## config.mk

```make
export PLATFORM = sky130hd
export DESIGN_NAME = ifu_prefetch_flat
export DESIGN_NICKNAME = d
export VERILOG_FILES = /design/src/rtl/ifu_prefetch_if.sv /design/src/rtl/ifu_prefetch.sv /design/src/flat_wrapper.sv
export SDC_FILE = /design/constraint.sdc
export NUM_CORES = 1
export LEC_CHECK = 0
export ABC_CLOCK_PERIOD_IN_PS = 4650
export BUFFER_PORTS_ARGS = -buffer_cell sky130_fd_sc_hd__buf_2
export CAP_MARGIN = 15
export CORE_MARGIN = 2
export CORE_UTILIZATION = 50
export CTS_CLUSTER_SIZE = 24
export DETAILED_ROUTE_END_ITERATION = 12
export HOLD_SLACK_MARGIN = 0.06
export PLACE_DENSITY_LB_ADDON = 0.1
export SYNTH_ARGS = -nofsm -noshare
export SYNTH_HDL_FRONTEND = slang
export SYNTH_SLANG_ARGS = --single-unit
```

## constraint.sdc

```tcl
create_clock -name clk -period 4.65 [get_ports clk]
set_input_delay 0.465 -clock clk [delete_from_list [all_inputs] [get_ports clk]]
set_output_delay 0.465 -clock clk [all_outputs]
set_load 0.01 [all_outputs]
```

## src/rtl/ifu_prefetch_if.sv

```systemverilog
// ifu_prefetch_if: bundles the redirect input, the instruction-memory request/response
// channel and the decode valid/ready channel of the instruction prefetch stage.
// The master modport is the prefetch stage. The slave modport is its environment:
// the execute redirect source, the instruction memory and the decoder.
interface ifu_prefetch_if;
   logic        redirect;
   logic [31:0] redirect_pc;
   logic        imem_req_valid;
   logic        imem_req_ready;
   logic [31:0] imem_addr;
   logic        imem_rvalid;
   logic [31:0] imem_rdata;
   logic        instr_valid;
   logic        instr_ready;
   logic [31:0] instr;
   logic [31:0] instr_pc;

   modport master (
      input  redirect, redirect_pc, imem_req_ready, imem_rvalid, imem_rdata, instr_ready,
      output imem_req_valid, imem_addr, instr_valid, instr, instr_pc
   );

   modport slave (
      output redirect, redirect_pc, imem_req_ready, imem_rvalid, imem_rdata, instr_ready,
      input  imem_req_valid, imem_addr, instr_valid, instr, instr_pc
   );
endinterface

```

## src/rtl/ifu_prefetch.sv

```systemverilog
// ifu_prefetch: instruction prefetch stage in front of the decoder.
// It issues sequential word-aligned fetches to a variable-latency, in-order
// instruction memory. The PC of every accepted request is queued so that each
// response can be paired with its PC. Returned words are buffered in a DEPTH-entry
// FIFO and handed to decode over valid/ready.
// Request credit is count + outstanding < DEPTH, so every response is guaranteed a
// FIFO slot. A redirect empties the FIFO, restarts fetch at the target and arms a
// drop counter that discards the responses still due from the wrong path.
// Optional build macro IFU_BYPASS_EN: a response that finds the FIFO empty is
// presented to decode combinationally in the same cycle. If decode takes it that
// cycle, it is never written into the FIFO.
module ifu_prefetch #(
   parameter int          DEPTH    = 4,
   parameter logic [31:0] RESET_PC = 32'h0000_3000
) (
   input logic           clk,
   input logic           reset,
   ifu_prefetch_if.master bus
);

   localparam int            AW      = $clog2(DEPTH);
   localparam int            CW      = AW + 1;
   localparam logic [CW:0]   DEPTH_S = (CW+1)'(DEPTH);

   function automatic logic [31:0] word_align(input logic [31:0] a);
      return a & 32'hFFFF_FFFC;
   endfunction

   // Fetch (request) stage state
   logic [31:0]   fetch_pc_p0;
   logic [CW-1:0] outstanding_p0;
   logic [31:0]   pcq_p0 [DEPTH];
   logic [AW-1:0] pcq_wr_p0;
   logic [AW-1:0] pcq_rd_p0;

   // Response / buffer stage state
   logic [CW-1:0] drop_p1;
   logic [CW-1:0] count_p1;
   logic [31:0]   fifo_word_p1 [DEPTH];
   logic [31:0]   fifo_pc_p1 [DEPTH];
   logic [AW-1:0] fifo_wr_p1;
   logic [AW-1:0] fifo_rd_p1;

   logic          credit;
   logic          req_vld_p0;
   logic          accept;
   logic [31:0]   rsp_pc;
   logic          rsp_live;
   logic          vld_p1;
   logic          byp_vld;
   logic          byp_take;
   logic          push;
   logic          pop;

   // Issue a request only while every in-flight response still has a FIFO slot.
   // Gating with the reset pin keeps the request low for the whole reset.
   assign credit     = ({1'b0, count_p1} + {1'b0, outstanding_p0}) < DEPTH_S;
   assign req_vld_p0 = reset && credit && !bus.redirect;
   assign accept     = req_vld_p0 && bus.imem_req_ready;

   assign bus.imem_req_valid = req_vld_p0;
   assign bus.imem_addr      = fetch_pc_p0;

   // The oldest queued PC belongs to the response currently on the bus.
   assign rsp_pc   = pcq_p0[pcq_rd_p0];
   assign rsp_live = bus.imem_rvalid && (drop_p1 == '0) && !bus.redirect;
   assign vld_p1   = (count_p1 != '0);

`ifdef IFU_BYPASS_EN
   assign byp_vld  = rsp_live && !vld_p1;
   assign byp_take = byp_vld && bus.instr_ready;
`else
   assign byp_vld  = 1'b0;
   assign byp_take = 1'b0;
`endif

   // A redirect pop is seen by decode, but the FIFO is cleared anyway.
   assign push = rsp_live && !byp_take;
   assign pop  = vld_p1 && bus.instr_ready && !bus.redirect;

   // Decode sees the registered FIFO head, or the bypassed response when the FIFO is empty.
   always_comb begin
      bus.instr_valid = vld_p1 || byp_vld;
      bus.instr       = '0;
      bus.instr_pc    = '0;
      if (vld_p1) begin
         bus.instr    = fifo_word_p1[fifo_rd_p1];
         bus.instr_pc = fifo_pc_p1[fifo_rd_p1];
      end else if (byp_vld) begin
         bus.instr    = bus.imem_rdata;
         bus.instr_pc = rsp_pc;
      end
   end

   // Fetch PC: restart at the aligned redirect target, otherwise advance on each accept.
   always_ff @(posedge clk or negedge reset) begin
      if (!reset) begin
         fetch_pc_p0 <= RESET_PC;
      end else if (bus.redirect) begin
         fetch_pc_p0 <= word_align(bus.redirect_pc);
      end else if (accept) begin
         fetch_pc_p0 <= fetch_pc_p0 + 32'd4;
      end
   end

   // Outstanding requests: +1 per accept, -1 per response (wrong-path ones included).
   always_ff @(posedge clk or negedge reset) begin
      if (!reset) begin
         outstanding_p0 <= '0;
      end else begin
         case ({accept, bus.imem_rvalid})
            2'b10:   outstanding_p0 <= outstanding_p0 + CW'(1);
            2'b01:   outstanding_p0 <= outstanding_p0 - CW'(1);
            default: outstanding_p0 <= outstanding_p0;
         endcase
      end
   end

   // Drop counter: on redirect, every response still due is wrong-path; the one arriving now is already discarded.
   always_ff @(posedge clk or negedge reset) begin
      if (!reset) begin
         drop_p1 <= '0;
      end else if (bus.redirect) begin
         drop_p1 <= outstanding_p0 - CW'(bus.imem_rvalid);
      end else if (bus.imem_rvalid && (drop_p1 != '0)) begin
         drop_p1 <= drop_p1 - CW'(1);
      end
   end

   // PC queue pointers: written on accept, read on every response so pairing stays in order.
   always_ff @(posedge clk or negedge reset) begin
      if (!reset) begin
         pcq_wr_p0 <= '0;
         pcq_rd_p0 <= '0;
      end else begin
         if (accept) begin
            pcq_wr_p0 <= pcq_wr_p0 + AW'(1);
         end
         if (bus.imem_rvalid) begin
            pcq_rd_p0 <= pcq_rd_p0 + AW'(1);
         end
      end
   end

   // PC queue storage: records the address of each accepted request.
   always_ff @(posedge clk) begin
      if (accept) begin
         pcq_p0[pcq_wr_p0] <= fetch_pc_p0;
      end
   end

   // FIFO control: a redirect empties it; otherwise push/pop move the pointers and the occupancy.
   always_ff @(posedge clk or negedge reset) begin
      if (!reset) begin
         count_p1   <= '0;
         fifo_wr_p1 <= '0;
         fifo_rd_p1 <= '0;
      end else if (bus.redirect) begin
         count_p1   <= '0;
         fifo_wr_p1 <= '0;
         fifo_rd_p1 <= '0;
      end else begin
         if (push) begin
            fifo_wr_p1 <= fifo_wr_p1 + AW'(1);
         end
         if (pop) begin
            fifo_rd_p1 <= fifo_rd_p1 + AW'(1);
         end
         case ({push, pop})
            2'b10:   count_p1 <= count_p1 + CW'(1);
            2'b01:   count_p1 <= count_p1 - CW'(1);
            default: count_p1 <= count_p1;
         endcase
      end
   end

   // FIFO storage: the word and its PC are captured together.
   always_ff @(posedge clk) begin
      if (push) begin
         fifo_word_p1[fifo_wr_p1] <= bus.imem_rdata;
         fifo_pc_p1[fifo_wr_p1]   <= rsp_pc;
      end
   end

   // A response with nothing in flight means the memory side broke the one-response-per-request contract.
   a_rvalid_without_request: assert property (@(posedge clk) disable iff (!reset)
      !(bus.imem_rvalid && (outstanding_p0 == '0)));

endmodule

```

## src/flat_wrapper.sv

```systemverilog
// flat-port wrapper written by rule: the top's interface ports become plain ports
module ifu_prefetch_flat 
#(
   parameter int          DEPTH    = 4,
   parameter logic [31:0] RESET_PC = 32'h0000_3000
)
  (clk, reset, bus_redirect, bus_redirect_pc, bus_imem_req_ready, bus_imem_rvalid, bus_imem_rdata, bus_instr_ready, bus_imem_req_valid, bus_imem_addr, bus_instr_valid, bus_instr, bus_instr_pc);
  ifu_prefetch_if bus_i ();
  input logic clk;
  input logic reset;
  input wire logic [$bits(bus_i.redirect)-1:0] bus_redirect;
  input wire logic [$bits(bus_i.redirect_pc)-1:0] bus_redirect_pc;
  input wire logic [$bits(bus_i.imem_req_ready)-1:0] bus_imem_req_ready;
  input wire logic [$bits(bus_i.imem_rvalid)-1:0] bus_imem_rvalid;
  input wire logic [$bits(bus_i.imem_rdata)-1:0] bus_imem_rdata;
  input wire logic [$bits(bus_i.instr_ready)-1:0] bus_instr_ready;
  output wire logic [$bits(bus_i.imem_req_valid)-1:0] bus_imem_req_valid;
  output wire logic [$bits(bus_i.imem_addr)-1:0] bus_imem_addr;
  output wire logic [$bits(bus_i.instr_valid)-1:0] bus_instr_valid;
  output wire logic [$bits(bus_i.instr)-1:0] bus_instr;
  output wire logic [$bits(bus_i.instr_pc)-1:0] bus_instr_pc;
  assign bus_i.redirect = bus_redirect;
  assign bus_i.redirect_pc = bus_redirect_pc;
  assign bus_i.imem_req_ready = bus_imem_req_ready;
  assign bus_i.imem_rvalid = bus_imem_rvalid;
  assign bus_i.imem_rdata = bus_imem_rdata;
  assign bus_i.instr_ready = bus_instr_ready;
  assign bus_imem_req_valid = bus_i.imem_req_valid;
  assign bus_imem_addr = bus_i.imem_addr;
  assign bus_instr_valid = bus_i.instr_valid;
  assign bus_instr = bus_i.instr;
  assign bus_instr_pc = bus_i.instr_pc;
  ifu_prefetch #(.DEPTH(DEPTH), .RESET_PC(RESET_PC)) u_core (.clk(clk), .reset(reset), .bus(bus_i));
endmodule
```

Yosys cells after proc, flatten, opt, wreduce, memory -nomap -nowiden:

Memory sizes are Yosys's and may differ from the RTL's.
Index checks and enable logic that the tools add are counted.

* $lt $le $gt $ge: 1
* equality and inequality tests: 4
* add/sub/neg operators: 12
* muxes and demuxes: 17
* reduce and logical (&&, ||, !) cells: 18

Operators by type and width (number)
* $mux W32: 4
* $add A32 B3 Y32 const B: 1
* $pmux W3 S2: 2
* $reduce_bool A2 Y1: 5
* $mux W3: 3
* $reduce_bool A3 Y1: 3
* $sub A3 B1 Y3 const B: 3
* $add A2 B1 Y2 const B: 4
* $logic_and A1 B1 Y1: 8
* $mux W2: 4
* $add A3 B1 Y3 const B: 2
* $add A3 B3 Y4: 1
* $eq A2 B1 Y1 const B: 2
* $eq A2 B2 Y1 const B: 2
* $lt A4 B3 Y1 const B: 1
* $mux W1: 4
* $logic_not A3 Y1: 1
* $sub A3 B1 Y3: 1
* $logic_not A1 Y1: 1

* bits in registers: 49
* RAM bits: 384
* logic and storage cells: 63
* bits of input ports: 70
* memories: 3

Memory list
* u_core.fifo_pc_p1: words 4, width 32, rd ports 1, clocked after Yosys merged registers in 0, wr ports 1, RTL line ifu_prefetch.sv:40 `logic [31:0] fifo_pc_p1 [DEPTH];`
* u_core.fifo_word_p1: words 4, width 32, rd ports 1, clocked after Yosys merged registers in 0, wr ports 1, RTL line ifu_prefetch.sv:39 `logic [31:0] fifo_word_p1 [DEPTH];`
* u_core.pcq_p0: words 4, width 32, rd ports 1, clocked after Yosys merged registers in 0, wr ports 1, RTL line ifu_prefetch.sv:32 `logic [31:0] pcq_p0 [DEPTH];`

Logic depth before layout (Yosys ltp):

Gate-level depths: netlist of run 1.

* word-level depth: 7
* mapped depth: 12
* depth with buffers taken out: 10

Worst setup path after synthesis of run 1:

OpenSTA, ideal clock, no wires.

* path kind: input -> register
* from: input port bus_redirect
* to: memory u_core.fifo_pc_p1[0][10], enable pin
* slack: 1.775 ns
* data required time: 4.223 ns
* stages on the path: 4
* arrival time: 2.448 ns
* path through: buf_2 -> clkbuf_1 -> nor2_1 -> and2_1

* word-level cells in the longest chain between the ends: 4

Ends and longest elaborated chain
* from (decl): RTL line flat_wrapper.sv:11 `input wire logic [$bits(bus_i.redirect)-1:0] bus_redirect;`
* $logic_not A1 Y1: RTL line ifu_prefetch.sv:66 `assign rsp_live = bus.imem_rvalid && (drop_p1 == '0) && !bus.redirect;`
* $logic_and A1 B1 Y1: RTL line ifu_prefetch.sv:66
* $mux W1: RTL line ifu_prefetch.sv:179 `if (push) begin`
* $mux W1 (not written as such): RTL line ifu_prefetch.sv:181 `fifo_pc_p1[fifo_wr_p1] <= rsp_pc;`
* to (decl): RTL line ifu_prefetch.sv:40

No other way between the ends.

Worst setup path in the final report of run 1:

* from: register u_core.fifo_rd_p1[0]
* to: output port bus_instr_pc[17]

* word-level cells in the longest chain between the ends: 2

Ends and longest elaborated chain
* from (decl): RTL line ifu_prefetch.sv:42 `logic [AW-1:0] fifo_rd_p1;`
* from (signal assigned): RTL line ifu_prefetch.sv:167 `fifo_rd_p1 <= fifo_rd_p1 + AW'(1);`
* $mem_v2 Z4 W32
* $mux W32: RTL line ifu_prefetch.sv:86 `if (vld_p1) begin`
* to (decl): RTL line flat_wrapper.sv:21 `output wire logic [$bits(bus_i.instr_pc)-1:0] bus_instr_pc;`

No other way between the ends.

==> summary.txt, run 1 <==
Status = finished clean
Pwr Density = 550 nW/um^2
Placer Congestion = 0.777
Critical-path maximum fanout = 43
Fill cells = 2435
Layout cell share with drive strength beyond 1 = 32.6%
Final hold vios = 0
WS Path Type = reg -> out
Yosys Warn Count = 0
Worst Slack Setup Final = 1620 ps
Top cells by count, synth = 368 x edfxtp_1, 92 x mux4_2, 72 x and2_1, 45 x dfrtp_1, 42 x nand2_1
Worst path max stage delay = 730 ps
Setup repair after global routing missed its margin = no
Worst-path clk slew = 60 ps
Slew Limit Fails = 0
Critical Path RT = 4180 ps
Drt total wl = 32100 microns
Max IR drop VDD = 0.000582 V
CP Buf/Inv Count = 2
Antenna cells = 0
Worst Max-Slew Pin Slew = 1020 ps
Switching share of power = 27.8%
DIE HEIGHT = 186 microns
Final Util = 59.3%
Post-synthesis area per instance = 18.9 sq um
Total track usage = 18.7%
Final ANT Viol Nets = 0
Antenna violations before repair = 0
CP startpoint kind = flop
HP Class = in -> async
FP Rows = 66
Combinational share of power = 22.9%
Crit path DAT = 2570 ps
Max-cap violation count = 0
Critical Path Source = u_core.fifo_rd_p1[0]$_DFFE_PN0P_
Slowest CP cell = dfrtp_4
CTS Buf Count = 43
Drt drc = 0
Cell Area, Synth = 16600 sq um
Io pins = 168
Cell taking the most area after synthesis = edfxtp_1
Synth Instances = 878
# hold bufs at CTS = 0
# H-tree levels = 2
Fin crit share = 65.3%
Grt ovf = 0
Worst rel slew slack = 31.7%
Yosys reg bits = 415
Int Power = 7680 uW
Final #Nets = 1143
Postcts setup bufs = 0
Post_cts resized = 0
Number of DRC violations after detailed-routing iteration 0 = 640
Drt pass-1 iters = 4
Register share of total power = 45.8%
Fin Setup TNS = 0 ps
CTS root buf = clkbuf_16
Post-synth top area share = 66.4%
Routed len/inst = 21.0 microns
Largest net degree at the start of global routing = 68
DR vias = 8520
FMAX = 330 MHz
CTS tree = done
Final setup viols = 0
Count leader, synth = edfxtp_1
Clk pwr share = 31.3%
Global-route wire length before repair = 50500 microns
NetSw = 2960 uW
Number of global-route vias before repair = 8627
Clk buf depth = 3
TritonCTS sink count = 415
PortBufs = 161
Pleak = 0.00675 uW
Synthesis-to-layout area growth = 16.2%
FF-to-FF Start = u_core.count_p1[2]$_DFFE_PN0P_
DIE WIDTH = 186 microns
DP Worst Slack = 1780 ps
Setup crit end kind = output pin
Via/cell ratio = 5.57
Die area = 34700 sq um
Predominant post-synthesis flop cell = edfxtp_1
Post-synth EDFFs = 368
Top delay family on crit path = flip-flops
Worst Skew = 19.9 ps
Main area contributors after synthesis = edfxtp_1 66%, mux4_2 12%, dfrtp_1 6.8%
HPWL Detailed = 19100 microns
Core Area = 32600 sq um
Minimum clock period = 3030 ps
Starting density of the core = 51.0%
Worst-Skew Late Latency = 530 ps
Yosys cell types = 56
Asr flop ratio synth = 11.3%
Sequential area share after synthesis = 73.5%
CP cell instances = buf_12, mux4_2, and2_1, buf_2
==> worst register-to-register path: cells and delay by family, from the launching register on <==
kind,cells,cell delay [ps]
adder cells (fa/ha/maj),1,310
flip-flops,1,410
AO/OA/AOI/OAI,2,470
AND/OR/NAND/NOR,3,960
buffers and inverters,2,570
==> cells in the final DEF (no fill, tap or decap), types with 3 or more instances in the layout <==
master	instances
mux2i_1	3
ha_1	16
inv_1	14
o211ai_1	6
xor2_1	7
and2_4	4
nand3_1	18
nor2_1	24
mux4_2	92
xnor2_1	9
a221o_1	4
nand4_1	8
a31oi_1	5
nand2b_1	3
a21oi_1	12
clkbuf_1	14
dfrtp_2	3
clkbuf_16	43
o21ai_0	16
buf_4	11
nand3b_1	3
bufinv_16	5
o21ai_1	10
o311ai_1	10
and2_1	68
nand2_1	42
buf_12	4
clkinv_2	10
dfrtp_1	41
conb_1	4
edfxtp_1	368
buf_2	161
nor4_2	3
nor3_1	3
==> power by group through the flow <==
stage	registers (uW)	logic, uW	clock network (uW)
2_1_floorplan	4720	1800	0
3_3_place_gp	4950	2470	0
3_5_place_dp	4960	2500	0
4_1_cts	4880	2510	3400
5_1_grt	4920	2710	3560
6_report	4870	2440	3330
==> logic make-up after synthesis <==
group | share of synthesized area, %
compound gates | 2.95
xor+xnor | 0.843
fa+ha+maj | 1.44
flops | 73.5
other cells | 0.0225
buf+inv | 1.68
mux | 12.6
simple gates | 6.90
==> layer usage <==
metal | part of all wire [%] | up-vias | track usage [%]
li1 | - | 3842 | -
met1 | 47 | 4401 | 27.9
met2 | 47 | 234 | 29.1
met3 | 4.5 | 43 | 3.14
met4 | 1.9 | 0 | 4.86
met5 | 0 | - | 0
==> registers in the layout (all words and copies together) (netlist names) <==
register               flops
u_core.fifo_rd_p1          2
u_core.outstanding_p0      3
u_core.pcq_p0            120
u_core.pcq_rd_p0           2
u_core.pcq_wr_p0           2
u_core.fifo_pc_p1        120
u_core.bus.imem_addr      30
u_core.fifo_wr_p1          2
u_core.fifo_word_p1      128
u_core.count_p1            3
u_core.drop_p1             3
==> final timing paths <==
path,end,slack [ps],depth (start not counted)
hold reg to reg,u_core.outstanding_p0[0]$_DFFE_PN0P_,520,1
hold / removal,u_core.bus.imem_addr[23]$_DFFE_PN0P_,80,2
max in group asynchronous,u_core.fifo_rd_p1[0]$_DFFE_PN0P_,4090,2
min in group clk,u_core.fifo_word_p1[0][22]$_DFFE_PP_,150,1
setup / recovery,bus_instr_pc[17],1620,4
setup reg to reg,u_core.bus.imem_addr[5]$_DFFE_PN0P_,1810,8
==> cell type report <==
class / count / area, sq um / share of cell area, %
inverter: 15 / 56.3 / 0.291
sequential: 415 / 12200 / 63.3
tap: 442 / 553 / 2.86
clock buffer: 58 / 1140 / 5.91
multi-input combinational: 404 / 4150 / 21.5
clock inverter: 19 / 224 / 1.16
timing repair buffer: 176 / 968 / 5.01
==> stage by stage <==
| stage | cell area (sq um) | power, uW | hold WS (ps) | instances |
|---|---|---|---|---|
| after global placement | 18000 | 7420 | 514 | 1452 |
| after floorplan | 16600 | 6520 | 169 | 881 |
| after CTS | 19300 | 10800 | 93.4 | 1529 |
| after global routing | 19300 | 11200 | 115 | 1529 |
| final | 19300 | 10600 | 80.1 | 1529 |
| after detailed placement | 18000 | 7460 | 506 | 1452 |
No activity file was read; power rests on OpenSTA's default activity.
==> run 2, diff against run 1 <==
ABC_CLOCK_PERIOD_IN_PS = 2800   (was 4650)
clock period = 2.8 ns   (was 4.65 ns; I/O delays follow)
==> run 2 against run 1 <==
Compared with the run above: die area is the same; clock skew fell by 5.8 ps; register-to-register slack got worse by 1500 ps; first-iteration DRC count grew 4.7%; design area is 4.1% higher; wire length is 4.4% higher; non-clock buffer count rose by 84; critical path type unchanged.
==> summary.txt, run 2 (synthesized netlist as in run 1, its figures left out) <==
Most common cell after layout, fill and taps aside = edfxtp_1
Antenna violations before repair = 0 (unchanged)
CP startpoint kind = flop
Largest net degree at the start of global routing = 67 (-1.5%)
CP cell instances = buf_4, mux4_2, and2_1, buf_2
Final hold vios = 0 (unchanged)
Clk buf depth = 3 (unchanged)
Crit path DAT = 2330 ps (-240 ps)
Slew Limit Fails = 0 (unchanged)
HP Class = in -> reg
Placed cell areas = 18200 sq um (+1.1%)
Drt pass-1 iters = 4 (unchanged)
Final Util = 61.7% (+2.4 points)
Final ANT Viol Nets = 0 (unchanged)
Postcts setup bufs = 0 (unchanged)
Cell Count, Final, Fillers Out = 1611 (+5.4%)
DIE HEIGHT = 186 microns (unchanged)
DIE WIDTH = 186 microns (unchanged)
Area occupied by multi-input gates = 4140 sq um (-0.12%)
Max-cap violation count = 0 (unchanged)
Number of DRC violations after detailed-routing iteration 0 = 670 (+4.7%)
CTS Buf Count = 43 (unchanged)
CTS tree = done
Fill cells = 2435 (unchanged)
# H-tree levels = 2 (unchanged)
Placer Congestion = 0.760 (-2.1%)
Top delay family on crit path = flip-flops
Pleak = 0.00710 uW (+5.2%)
Worst path max stage delay = 620 ps (-110 ps)
Post-route cell area = 20100 sq um (+4.1%)
Worst Max-Slew Pin Slew = 696 ps (-329 ps)
Number of global-route vias before repair = 9224 (+6.9%)
Cells after DPL = 1472 (+1.4%)
Status = finished clean
HPWL Detailed = 20100 microns (+5.5%)
Final #Nets = 1227 (+7.3%)
DR vias = 8912 (+4.6%)
Register Area = 12200 sq um (about the same)
Fin Setup TNS = 0 ps (unchanged)
Setup repair after global routing missed its margin = no
Grt ovf = 0 (unchanged)
Routed len/inst = 20.8 microns (-0.88%)
Critical-path maximum fanout = 14 (-67%)
Most frequent cells in the layout = 368 x edfxtp_1, 161 x buf_2, 92 x mux4_2, 68 x and2_1, 64 x dlygate4sd3_1
Max reg flops = 128 (unchanged)
Worst rel slew slack = 53.6% (+22 points)
Io pins = 168 (unchanged)
Levels on crit path = 4 (unchanged)
FMAX = 383 MHz
Core Area = 32600 sq um (unchanged)
Fin crit share = 93.2%
Die area = 34700 sq um (unchanged)
Drt drc = 0 (unchanged)
CP Buf/Inv Count = 2 (unchanged)
Starting density of the core = 51.0% (unchanged)
Antenna cells = 0 (unchanged)
Max IR drop VDD = 0.000589 V (+1.1%)
Worst-path clk slew = 60 ps (about the same)
Slowest CP cell = dfrtp_4
Worst-Skew Late Latency = 530 ps (about the same)
Worst Hold Path Cells = 4
Reg2reg path depth = 7 (-1)
PortBufs = 161 (unchanged)
Setup crit end kind = output pin
TritonCTS sink count = 415 (unchanged)
Layout cell share with drive strength beyond 1 = 31.2% (-1.3 points)
Synthesis-to-layout area growth = 21.0%
FP Rows = 66 (unchanged)
Critical Path RT = 2520 ps (-1660 ps)
Drt total wl = 33500 microns (+4.4%)
Final setup viols = 0 (unchanged)
Via/cell ratio = 5.53 (-0.72%)
Total track usage = 19.6% (+0.87 points)
Global-route wire length before repair = 52600 microns (+4.1%)
CTS root buf = clkbuf_16
Pwr Density = 877 nW/um^2 (+59%)
Largest regs = u_core.fifo_word_p1: 128 flops, u_core.fifo_pc_p1: 120 flops, u_core.pcq_p0: 120 flops
Worst Skew = 14.2 ps (-5.78 ps)
WS Path Type = reg -> out
Minimum clock period = 2610 ps
Most flops, register = u_core.fifo_word_p1
[run 2: cell count changes in the layout (fill, tap and decap cells not counted), moves of 5 or more]
cell	delta
clkinv_1	+5
buf_12	+5
dlygate4sd3_1	+64
buf_4	+15
clkinv_2	-7
[run 2: worst paths after layout]
check / start / end / slack (ps)
max: u_core.fifo_rd_p1[0]$_DFFE_PN0P_ / bus_instr_pc[3] / 190
min: bus_redirect_pc[20] / u_core.bus.imem_addr[20]$_DFFE_PN0P_ / 90
max reg2reg: u_core.outstanding_p0[2]$_DFFE_PN0P_ / u_core.bus.imem_addr[3]$_DFFE_PN0P_ / 340
min reg2reg: u_core.outstanding_p0[0]$_DFFE_PN0P_ / u_core.outstanding_p0[0]$_DFFE_PN0P_ / 510
max in group asynchronous: reset / u_core.fifo_rd_p1[0]$_DFFE_PN0P_ / 1880
min in group asynchronous: reset / u_core.bus.imem_addr[3]$_DFFE_PN0P_ / 440
[run 2: final cells by class]
cell class / instances / share of cell area [%]
multi-input cells: 404 / 20.6
clock inverters: 14 / 0.585
inverters: 15 / 0.280
repair buffers: 260 / 9.05
flip-flops and latches: 415 / 60.8
well taps: 442 / 2.75
clock buffers: 61 / 5.94
[run 2: per-stage QoR]
step                      hold slack (ps)  worst slack (ps)  total power (uW)
after floorplan                     -15.6               118             10800
after global placement                446               473             12500
after detailed placement              446               442             12500
after CTS                            64.1               117             17900
after global routing                 73.5              43.7             18500
final                                87.7               190             17700
[run 2: per-layer routing]
metal | share of wire [%] | track usage, %
met4 | 2.0 | 5.26
met5 | 0 | 0
met1 | 43 | 26.7
met2 | 50 | 33.3
met3 | 4.9 | 3.01
[run 2: tightest hold or removal path, cell delays in order]
cell and delay, ps:
buf_2 90, nand2_1 50, o31a_1 90, o21ai_1 60
[run 2: power breakdown]
group / switching [uW] / leakage, uW / internal, uW
Sequential: 467 / 0.00389 / 7460
Combinational: 2280 / 0.00258 / 2110
Clock: 2190 / 0.000635 / 3150
Total: 4940 / 0.00710 / 12700
[run 2: timing repair]
action	CTS	global route
hold buffers	64	0
gates resized for setup	0	0
hold endpoints to repair	202	0
